<file path="src/rtl/fetch_stage.sv">
// Instruction-fetch stage: owns PC and IR, fetches over req/ack.
// Next PC comes from controlUnit's sigPCSrc; timeout is sticky.
module fetch_stage #(
  parameter int                  PC_WIDTH       = 32,
  parameter logic [PC_WIDTH-1:0] RESET_PC       = '0,
  parameter int                  TIMEOUT_CYCLES = 15
) (
  input  logic                clock,
  input  logic                reset,
  input  logic                enIF,
  input  logic [2:0]          sigPCSrc,
  input  logic [PC_WIDTH-1:0] branchTarget,
  input  logic [PC_WIDTH-1:0] jumpTarget,
  input  logic [PC_WIDTH-1:0] returnAddr,
  output logic                imemReq,
  output logic [PC_WIDTH-1:0] imemAddr,
  input  logic                imemAck,
  input  logic [31:0]         imemData,
  output logic [PC_WIDTH-1:0] pc,
  output logic [PC_WIDTH-1:0] pcPlus1,
  output logic [31:0]         instruction,
  output logic [5:0]          instructionCode,
  output logic                fetchDone,
  output logic                busy,
  output logic                fetchError
);

  localparam logic [1:0] IDLE  = 2'd0;
  localparam logic [1:0] REQ   = 2'd1;
  localparam logic [1:0] WAIT  = 2'd2;
  localparam logic [1:0] ERROR = 2'd3;

  localparam int CW = $clog2(TIMEOUT_CYCLES + 1);
  localparam logic [CW-1:0] LAST = CW'(TIMEOUT_CYCLES - 1);

  logic [1:0]          state;
  logic [CW-1:0]       waitCnt;
  logic                firstFetch;
  logic [PC_WIDTH-1:0] nextPc;
  logic [31:0]         ir;

  assign pcPlus1         = pc + PC_WIDTH'(1);
  assign imemAddr        = pc;
  assign busy            = (state == REQ) || (state == WAIT);
  // Request is decoded from state so reset drops it immediately.
  assign imemReq         = busy;
  assign instruction     = ir;
  assign instructionCode = ir[31:26];

  // Next-PC select; reserved encodings fall back to sequential.
  always_comb begin
    nextPc = pcPlus1;
    case (sigPCSrc)
      3'd1:    nextPc = branchTarget;
      3'd2:    nextPc = jumpTarget;
      3'd3:    nextPc = returnAddr;
      default: nextPc = pcPlus1;
    endcase
  end

  // Fetch FSM, PC/IR update and timeout tracking.
  always_ff @(posedge clock or posedge reset) begin
    if (reset) begin
      state      <= IDLE;
      pc         <= RESET_PC;
      ir         <= '0;
      fetchDone  <= 1'b0;
      fetchError <= 1'b0;
      firstFetch <= 1'b1;
      waitCnt    <= '0;
    end else begin
      fetchDone <= 1'b0;
      case (state)
        IDLE: begin
          if (enIF) begin
            if (!firstFetch) pc <= nextPc;
            firstFetch <= 1'b0;
            state      <= REQ;
          end
        end
        REQ: begin
          waitCnt <= '0;
          if (imemAck) begin
            ir        <= imemData;
            fetchDone <= 1'b1;
            state     <= IDLE;
          end else begin
            state <= WAIT;
          end
        end
        WAIT: begin
          if (imemAck) begin
            ir        <= imemData;
            fetchDone <= 1'b1;
            state     <= IDLE;
          end else if (waitCnt == LAST) begin
            fetchError <= 1'b1;
            state      <= ERROR;
          end else begin
            waitCnt <= waitCnt + CW'(1);
          end
        end
        ERROR: begin
          state <= ERROR;
        end
      endcase
    end
  end

endmodule

</file>
<file path="config.mk">
export PLATFORM = sky130hd
export DESIGN_NAME = fetch_stage
export DESIGN_NICKNAME = d
export VERILOG_FILES = /design/src/rtl/fetch_stage.sv
export SDC_FILE = /design/constraint.sdc
export NUM_CORES = 1
export LEC_CHECK = 0
export CAP_MARGIN = 15
export CORE_MARGIN = 2
export CORE_UTILIZATION = 40
export DETAILED_ROUTE_END_ITERATION = 8
export PLACE_DENSITY = 0.83
export SYNTH_ARGS = -nofsm -noshare
export SYNTH_HDL_FRONTEND = slang
export SYNTH_SLANG_ARGS = --single-unit
</file>
<file path="constraint.sdc">
create_clock -name clock -period 2.89 [get_ports clock]
set_input_delay 0.578 -clock clock [delete_from_list [all_inputs] [get_ports clock]]
set_output_delay 0.578 -clock clock [all_outputs]
set_load 0.05 [all_outputs]
</file>
==> run_results.csv, run 1 <==
group,metric,value,unit
finish,syn2layout_area_growth,72.4,%
timing,finalHoldViolCount,0,
placed_design,placed_area,8010,µm²
finish,fillers,925,
clocking,clock-sinks,73,
synthesis,synth_ff_type,"dfrtp_1",
power,p_switching,5820,µW
finish,mostFrequentLayoutCells,"clkdlybuf4s50_1, dfrtp_1, buf_4, mux2_2, nand2_1",
floorplan,die_w,115,µm
synthesis,syn_inst,522,
critical_path,reg2reg_slack,910,ps
floorplan,die_area,13300,µm²
global_routing,antenna_found_initial,0,
floorplan,die_h,115,µm
clocking,clkLatencyLatePin,330,ps
finish,finalInstanceArea,8520,µm²
timing,finalSetupViolations,0,
placed_design,dpl.hpwl,13300,µm
placed_design,gp_congestion,0.861,
timing,rsz0062_at_grt,"yes",
worst_hold_path,hp-class,"reg -> reg",
critical_path,worstSetupEndpointType,"output pin",
synthesis,synth_edf_count,0,
clocking,cts_root_buffer,"clkbuf_16",
clocking,path_clk_slew,60,ps
finish,fin_nets,930,
route,wl_per_cell,18.2,µm
critical_path,reg2reg_from,"imemAddr[0]",
critical_path,worstPathArrival,2270,ps
clocking,cts_max_path_buffers,2,
critical_path,setup.worst_path.class,"reg -> out",
power,switching_share,0.529,
critical_path,start_kind,"register",
finish,antenna_cells,0,
route,drtPass1Iterations,5,
route,drc_errors,0,
route,drt-initial-drc-count,279,
floorplan,ios,273,
power,power.leakage,0.00360,µW
global_routing,grt_usage,0.248,
clocking,cts_tree,"built",
timing,maxSlewViolCount,0,
critical_path,startpoint,"imemAddr[5]",
global_routing,grt_overflow,0,
global_routing,grt_max_degree,39,
synthesis,avgSynthCellArea,9.47,µm²
timing,fin_crit,2850,ps
timing,skew,8.40,ps
power,internal_power,5190,µW
synthesis,yosys_warnings,0,
run,cap_violations,0,
critical_path,cp_max_fo,6,
timing,slew_headroom,0.339,
synthesis,synthDistinctLibCells,57,
power,seqPwrFrac,0.183,
synthesis,synth-seq-cells,73,
synthesis,seq_area_frac_synth,0.370,
worst_hold_path,worst_hold_startpoint,"fetchError",
timing,holdWs,480,ps
placed_design,dp_cells,904,
timing,final.period_utilization,0.985,
placed_design,io_buffers,272,
timing,clock.fmax,0.351,GHz
finish,final_common_cell,"clkdlybuf4s50_1",
route,ant_nets,0,
global_routing,grt_pass1_vias,5142,
power,p_total,11000,µW
route,routed_wl,17100,µm
floorplan,start_util,0.411,
power,p_comb_frac,0.710,
power,clock_power_share,0.107,
synthesis,async_reset_ff_frac,1.00,
clocking,htree_levels,3,
synthesis,syn_nets,665,
timing,fin_tns_setup,0,ps
synthesis,syn_area,4940,µm²
power,vdd_drop_max,1190,µV
finish,fin_cells,939,
outcome,outcome,"finished clean",
power,power.density,1290,nW/µm²
route,vias,5152,
global_routing,grt_pass1_wl,26000,µm
clocking,cts_hold_buffers,0,
timing,worst_pin_slew,989,ps
route,vias_per_cell,5.49,
clocking,cts_buffers,9,
finish,drive_gt1_frac,0.227,
floorplan,core-area,12000,µm²
critical_path,crit_required,2310,ps
floorplan,num_rows,40,
[kinds of logic (layout without fill, tap and decap cells)]
group | after synthesis | count (layout) | share of synthesized area
AO/OA/AOI/OAI | 122 | 122 | 0.165
adder cells (fa/ha/maj) | 8 | 8 | 0.0203
multiplexers | 65 | 65 | 0.144
XOR/XNOR | 32 | 32 | 0.0582
flip-flops | 73 | 73 | 0.370
buffers and inverters | 79 | 349 | 0.0912
AND/OR/NAND/NOR | 143 | 143 | 0.152
[timing repair]
action | 4_1_cts | 5_1_grt
pin swaps | 3 | 5
resized for setup | 3 | 8
setup buffers | 7 | 12
endpoints found under the setup margin | 4 | 15
[synthesized netlist by cell type, drive strengths merged (3+ instances only)]
library cell	number	share of area
buf	50	0.069
inv	14	0.011
a21oi	31	0.031
o221a	6	0.014
nand2	45	0.034
dfrtp	72	0.36
o21ai	33	0.033
clkbuf	15	0.011
xor2	12	0.023
o32a	4	0.0081
nand4	11	0.017
nor4	3	0.0099
and2	5	0.0063
a22oi	16	0.024
o22ai	4	0.0051
xnor2	20	0.035
and3	9	0.012
a221o	3	0.0061
nor2b	3	0.0038
nor3	3	0.0051
a311oi	4	0.0071
nand3	11	0.012
mux2	47	0.11
ha	8	0.020
mux2i	18	0.036
and4	4	0.0071
nor2	42	0.033
nand2b	3	0.0038
[routing by layer]
metal	routed length, µm	up-vias	global-route usage
met5	0	-	0
met4	384	0	0.0819
met3	1180	27	0.0427
met2	9150	247	0.458
met1	6410	2512	0.292
li1	-	2366	-
[path summary, 6_finish.rpt]
kind	end	cells past startpoint
max reg2reg	imemAddr[17]	6
min reg2reg	fetchError	1
max in group asynchronous	instruction[3]	3
max	pcPlus1[29]	7
min in group asynchronous	imemAddr[24]	2
min	fetchError	1
[stage by stage]
| stage | setup slack (ps) | util |
|---|---|---|
| floorplan | 8.04 | - |
| global placement | 233 | 0.666 |
| detailed placement | 184 | 0.666 |
| CTS | 9.46 | 0.699 |
| global route | -43.2 | 0.709 |
| finish | 44.7 | 0.709 |
[registers in the layout, indices dropped and copies added (netlist names)]
| name | flops |
|---|---|
| fetchError | 1 |
| waitCnt | 4 |
| imemAddr | 32 |
| firstFetch | 1 |
| fetchDone | 1 |
| instruction | 32 |
| state | 2 |
[power groups by stage]
| stage | clock network, µW | logic (µW) | registers [µW] |
|---|---|---|---|
| floorplan | 0 | 3460 | 3600 |
| global placement | 0 | 7580 | 1990 |
| detailed placement | 0 | 7650 | 2040 |
| CTS | 1200 | 7750 | 2010 |
| global route | 1240 | 8100 | 2080 |
| finish | 1180 | 7810 | 2010 |
[critical path, stage by stage, from the launching register on]
cell	delay (ps)
dfrtp_2	410
nand4_4	180
buf_12	190
nor4_4	340
and2_1	320
nand2_1	150
xnor2_2	190
buf_12	160
[layout make-up]
type	count	area (µm²)	share of cell area
Multi-Input combinational cell	370	2830	0.332
Sequential cell	73	1840	0.216
Clock inverter	6	82.6	0.00969
Clock buffer	10	229	0.0269
Timing Repair Buffer	319	3300	0.387
Tap cell	147	184	0.0216
Inverter	14	52.6	0.00617
(Power assumes the default switching activity.)
==> run 2, diff against run 1 <==
--- a/config.mk
+++ b/config.mk
@@ -7,9 +7,9 @@
 export LEC_CHECK = 0
 export CAP_MARGIN = 15
 export CORE_MARGIN = 2
-export CORE_UTILIZATION = 40
+export CORE_UTILIZATION = 36
 export DETAILED_ROUTE_END_ITERATION = 8
-export PLACE_DENSITY = 0.83
+export PLACE_DENSITY = 0.79
 export SYNTH_ARGS = -nofsm -noshare
 export SYNTH_HDL_FRONTEND = slang
 export SYNTH_SLANG_ARGS = --single-unit
==> constraint.sdc (replaced) <==
create_clock -name clock -period 2.6 [get_ports clock]
set_input_delay 0.52 -clock clock [delete_from_list [all_inputs] [get_ports clock]]
set_output_delay 0.52 -clock clock [all_outputs]
set_load 0.05 [all_outputs]
==> run 2 against run 1 <==
  * The flow now finishes with violations (negative setup slack)
  * Combinational power up 17%
  * Utilization down 4.2 points
  * First-iteration DRC count up 4.3%
  * Worst setup slack worse by 120 ps
  * Critical endpoint is now pcPlus1[20]
==> run_results.csv, run 2 (synthesis results as in run 1) <==
group,metric,value,unit
outcome,outcome,"complete, but fails checks",
outcome,violations,"negative setup slack",
route,drtPass1Iterations,5,
floorplan,ios,273,
timing,worst_pin_slew,723,ps
critical_path,cp_max_fo,3,
floorplan,core-area,13300,µm²
power,vdd_drop_max,1310,µV
placed_design,dpl.hpwl,13800,µm
critical_path,ff2ff_path_depth,9,
critical_path,setup.worst_path.class,"reg -> out",
critical_path,crit_required,2080,ps
worst_hold_path,hp-class,"reg -> reg",
clocking,clock-sinks,73,
finish,final_common_cell,"clkdlybuf4s50_1",
finish,fillers,1071,
global_routing,grt_usage,0.239,
floorplan,die_w,121,µm
route,drt-initial-drc-count,291,
floorplan,num_rows,42,
clocking,cts_tree,"built",
timing,finalSetupViolations,4,
timing,skew,7.75,ps
placed_design,gp_congestion,0.891,
global_routing,grt_pass1_wl,27300,µm
route,drc_errors,0,
route,vias,5207,
timing,fin_tns_setup,-162,ps
clocking,path_clk_slew,60,ps
critical_path,reg2reg_slack,600,ps
placed_design,io_buffers,272,
clocking,htree_levels,3,
timing,fin_crit,2680,ps
critical_path,start_kind,"register",
global_routing,antenna_found_initial,0,
timing,worst_slack,-79.8,ps
clocking,cts_max_path_buffers,2,
route,wl_per_cell,18.3,µm
timing,finalHoldViolCount,0,
finish,syn2layout_area_growth,80.2,%
timing,rsz0062_at_grt,"yes",
critical_path,worstSetupEndpointType,"output pin",
finish,fin_util,0.667,
power,power.leakage,0.00377,µW
route,ant_nets,0,
timing,clock.fmax,0.373,GHz
run,cap_violations,0,
global_routing,grt_max_degree,34,
finish,fin_nets,954,
finish,drive_gt1_frac,0.281,
route,vias_per_cell,5.25,
power,p_total,12500,µW
critical_path,worstPathArrival,2160,ps
worst_hold_path,hold_end,"fetchError",
worst_hold_path,worstHoldPathCells,1,
floorplan,die_area,14700,µm²
clocking,clkLatencyLatePin,330,ps
route,routed_wl,18100,µm
worst_hold_path,worst_hold_startpoint,"fetchError",
clocking,cts_hold_buffers,0,
finish,mostFrequentLayoutCells,"clkdlybuf4s50_1, buf_4, dfrtp_1, mux2_2",
critical_path,reg2reg_from,"imemAddr[0]",
timing,slew_headroom,0.517,
timing,final.period_utilization,1.03,
timing,maxSlewViolCount,0,
clocking,cts_root_buffer,"clkbuf_16",
finish,antenna_cells,0,
critical_path,r2r_end,"imemAddr[17]",
global_routing,grt_pass1_vias,5370,
power,power.density,1410,nW/µm²
floorplan,start_util,0.370,
clocking,cts_buffers,9,
floorplan,die_h,121,µm
global_routing,grt_overflow,0,
## run 2: layout make-up
cell class	count	area (µm²)	area share
multi-input combinational	370	2950	0.331
clock buffer	9	225	0.0253
timing repair buffer	343	3530	0.396
sequential	73	1850	0.208
inverter	14	52.6	0.00590
clock inverter	7	77.6	0.00871
tap	176	220	0.0247
## run 2: how the worst max path moves through the flow
stage | startpoint | to | cells past startpoint
finish | imemAddr[0] | pcPlus1[20] | 7
global route | imemAddr[0] | pcPlus1[20] | 7
CTS | imemAddr[0] | pcPlus1[20] | 7
detailed placement | sigPCSrc[1] | imemAddr[8] | 5
global placement | sigPCSrc[1] | imemAddr[14] | 5
floorplan | imemAddr[10] | pcPlus1[24] | 5
## run 2: layer usage
layer  vias to the layer above  wire length [µm]  share of wire  track usage
met4                         0               610          0.034       0.0999
met1                      2482              6820           0.38        0.272
met3                        50              1330          0.073       0.0550
met2                       254              9380           0.52        0.427
met5                         -                 0              0            0
li1                       2421                 -              -            -
## run 2: report_power, final
group | leakage (µW) | switching (µW) | internal, µW
sequential | 0.000848 | 447 | 1680
clock | 0.000147 | 511 | 753
combinational | 0.00277 | 5660 | 3460
total | 0.00377 | 6620 | 5900
## run 2: critical path, cell delays in order (launching register included)
cell and delay, ps:
dfrtp_2 390, ha_4 150, nand2_4 60, or4_4 560
nor2_4 130, and3_4 230, xor2_4 160, buf_12 150
## run 2: what timing repair did
action | 4_1_cts | 5_1_grt
endpoints found under the setup margin | 19 | 20
hold endpoints to repair | 0 | 0
pin swaps | 14 | 13
resized for setup | 11 | 19
buffers inserted | 16 | 14
## run 2: stage by stage
stage               hold slack [ps]  setup WS, ps  instance area (µm²)  cells
finish                          466         -79.8                 8900    992
global route                    486          -145                 8900    992
CTS                             469         -94.0                 8710    977
detailed placement              459         -25.7                 8240    945
global placement                465           101                 8240    945
floorplan                       478         -85.0                 5130    522
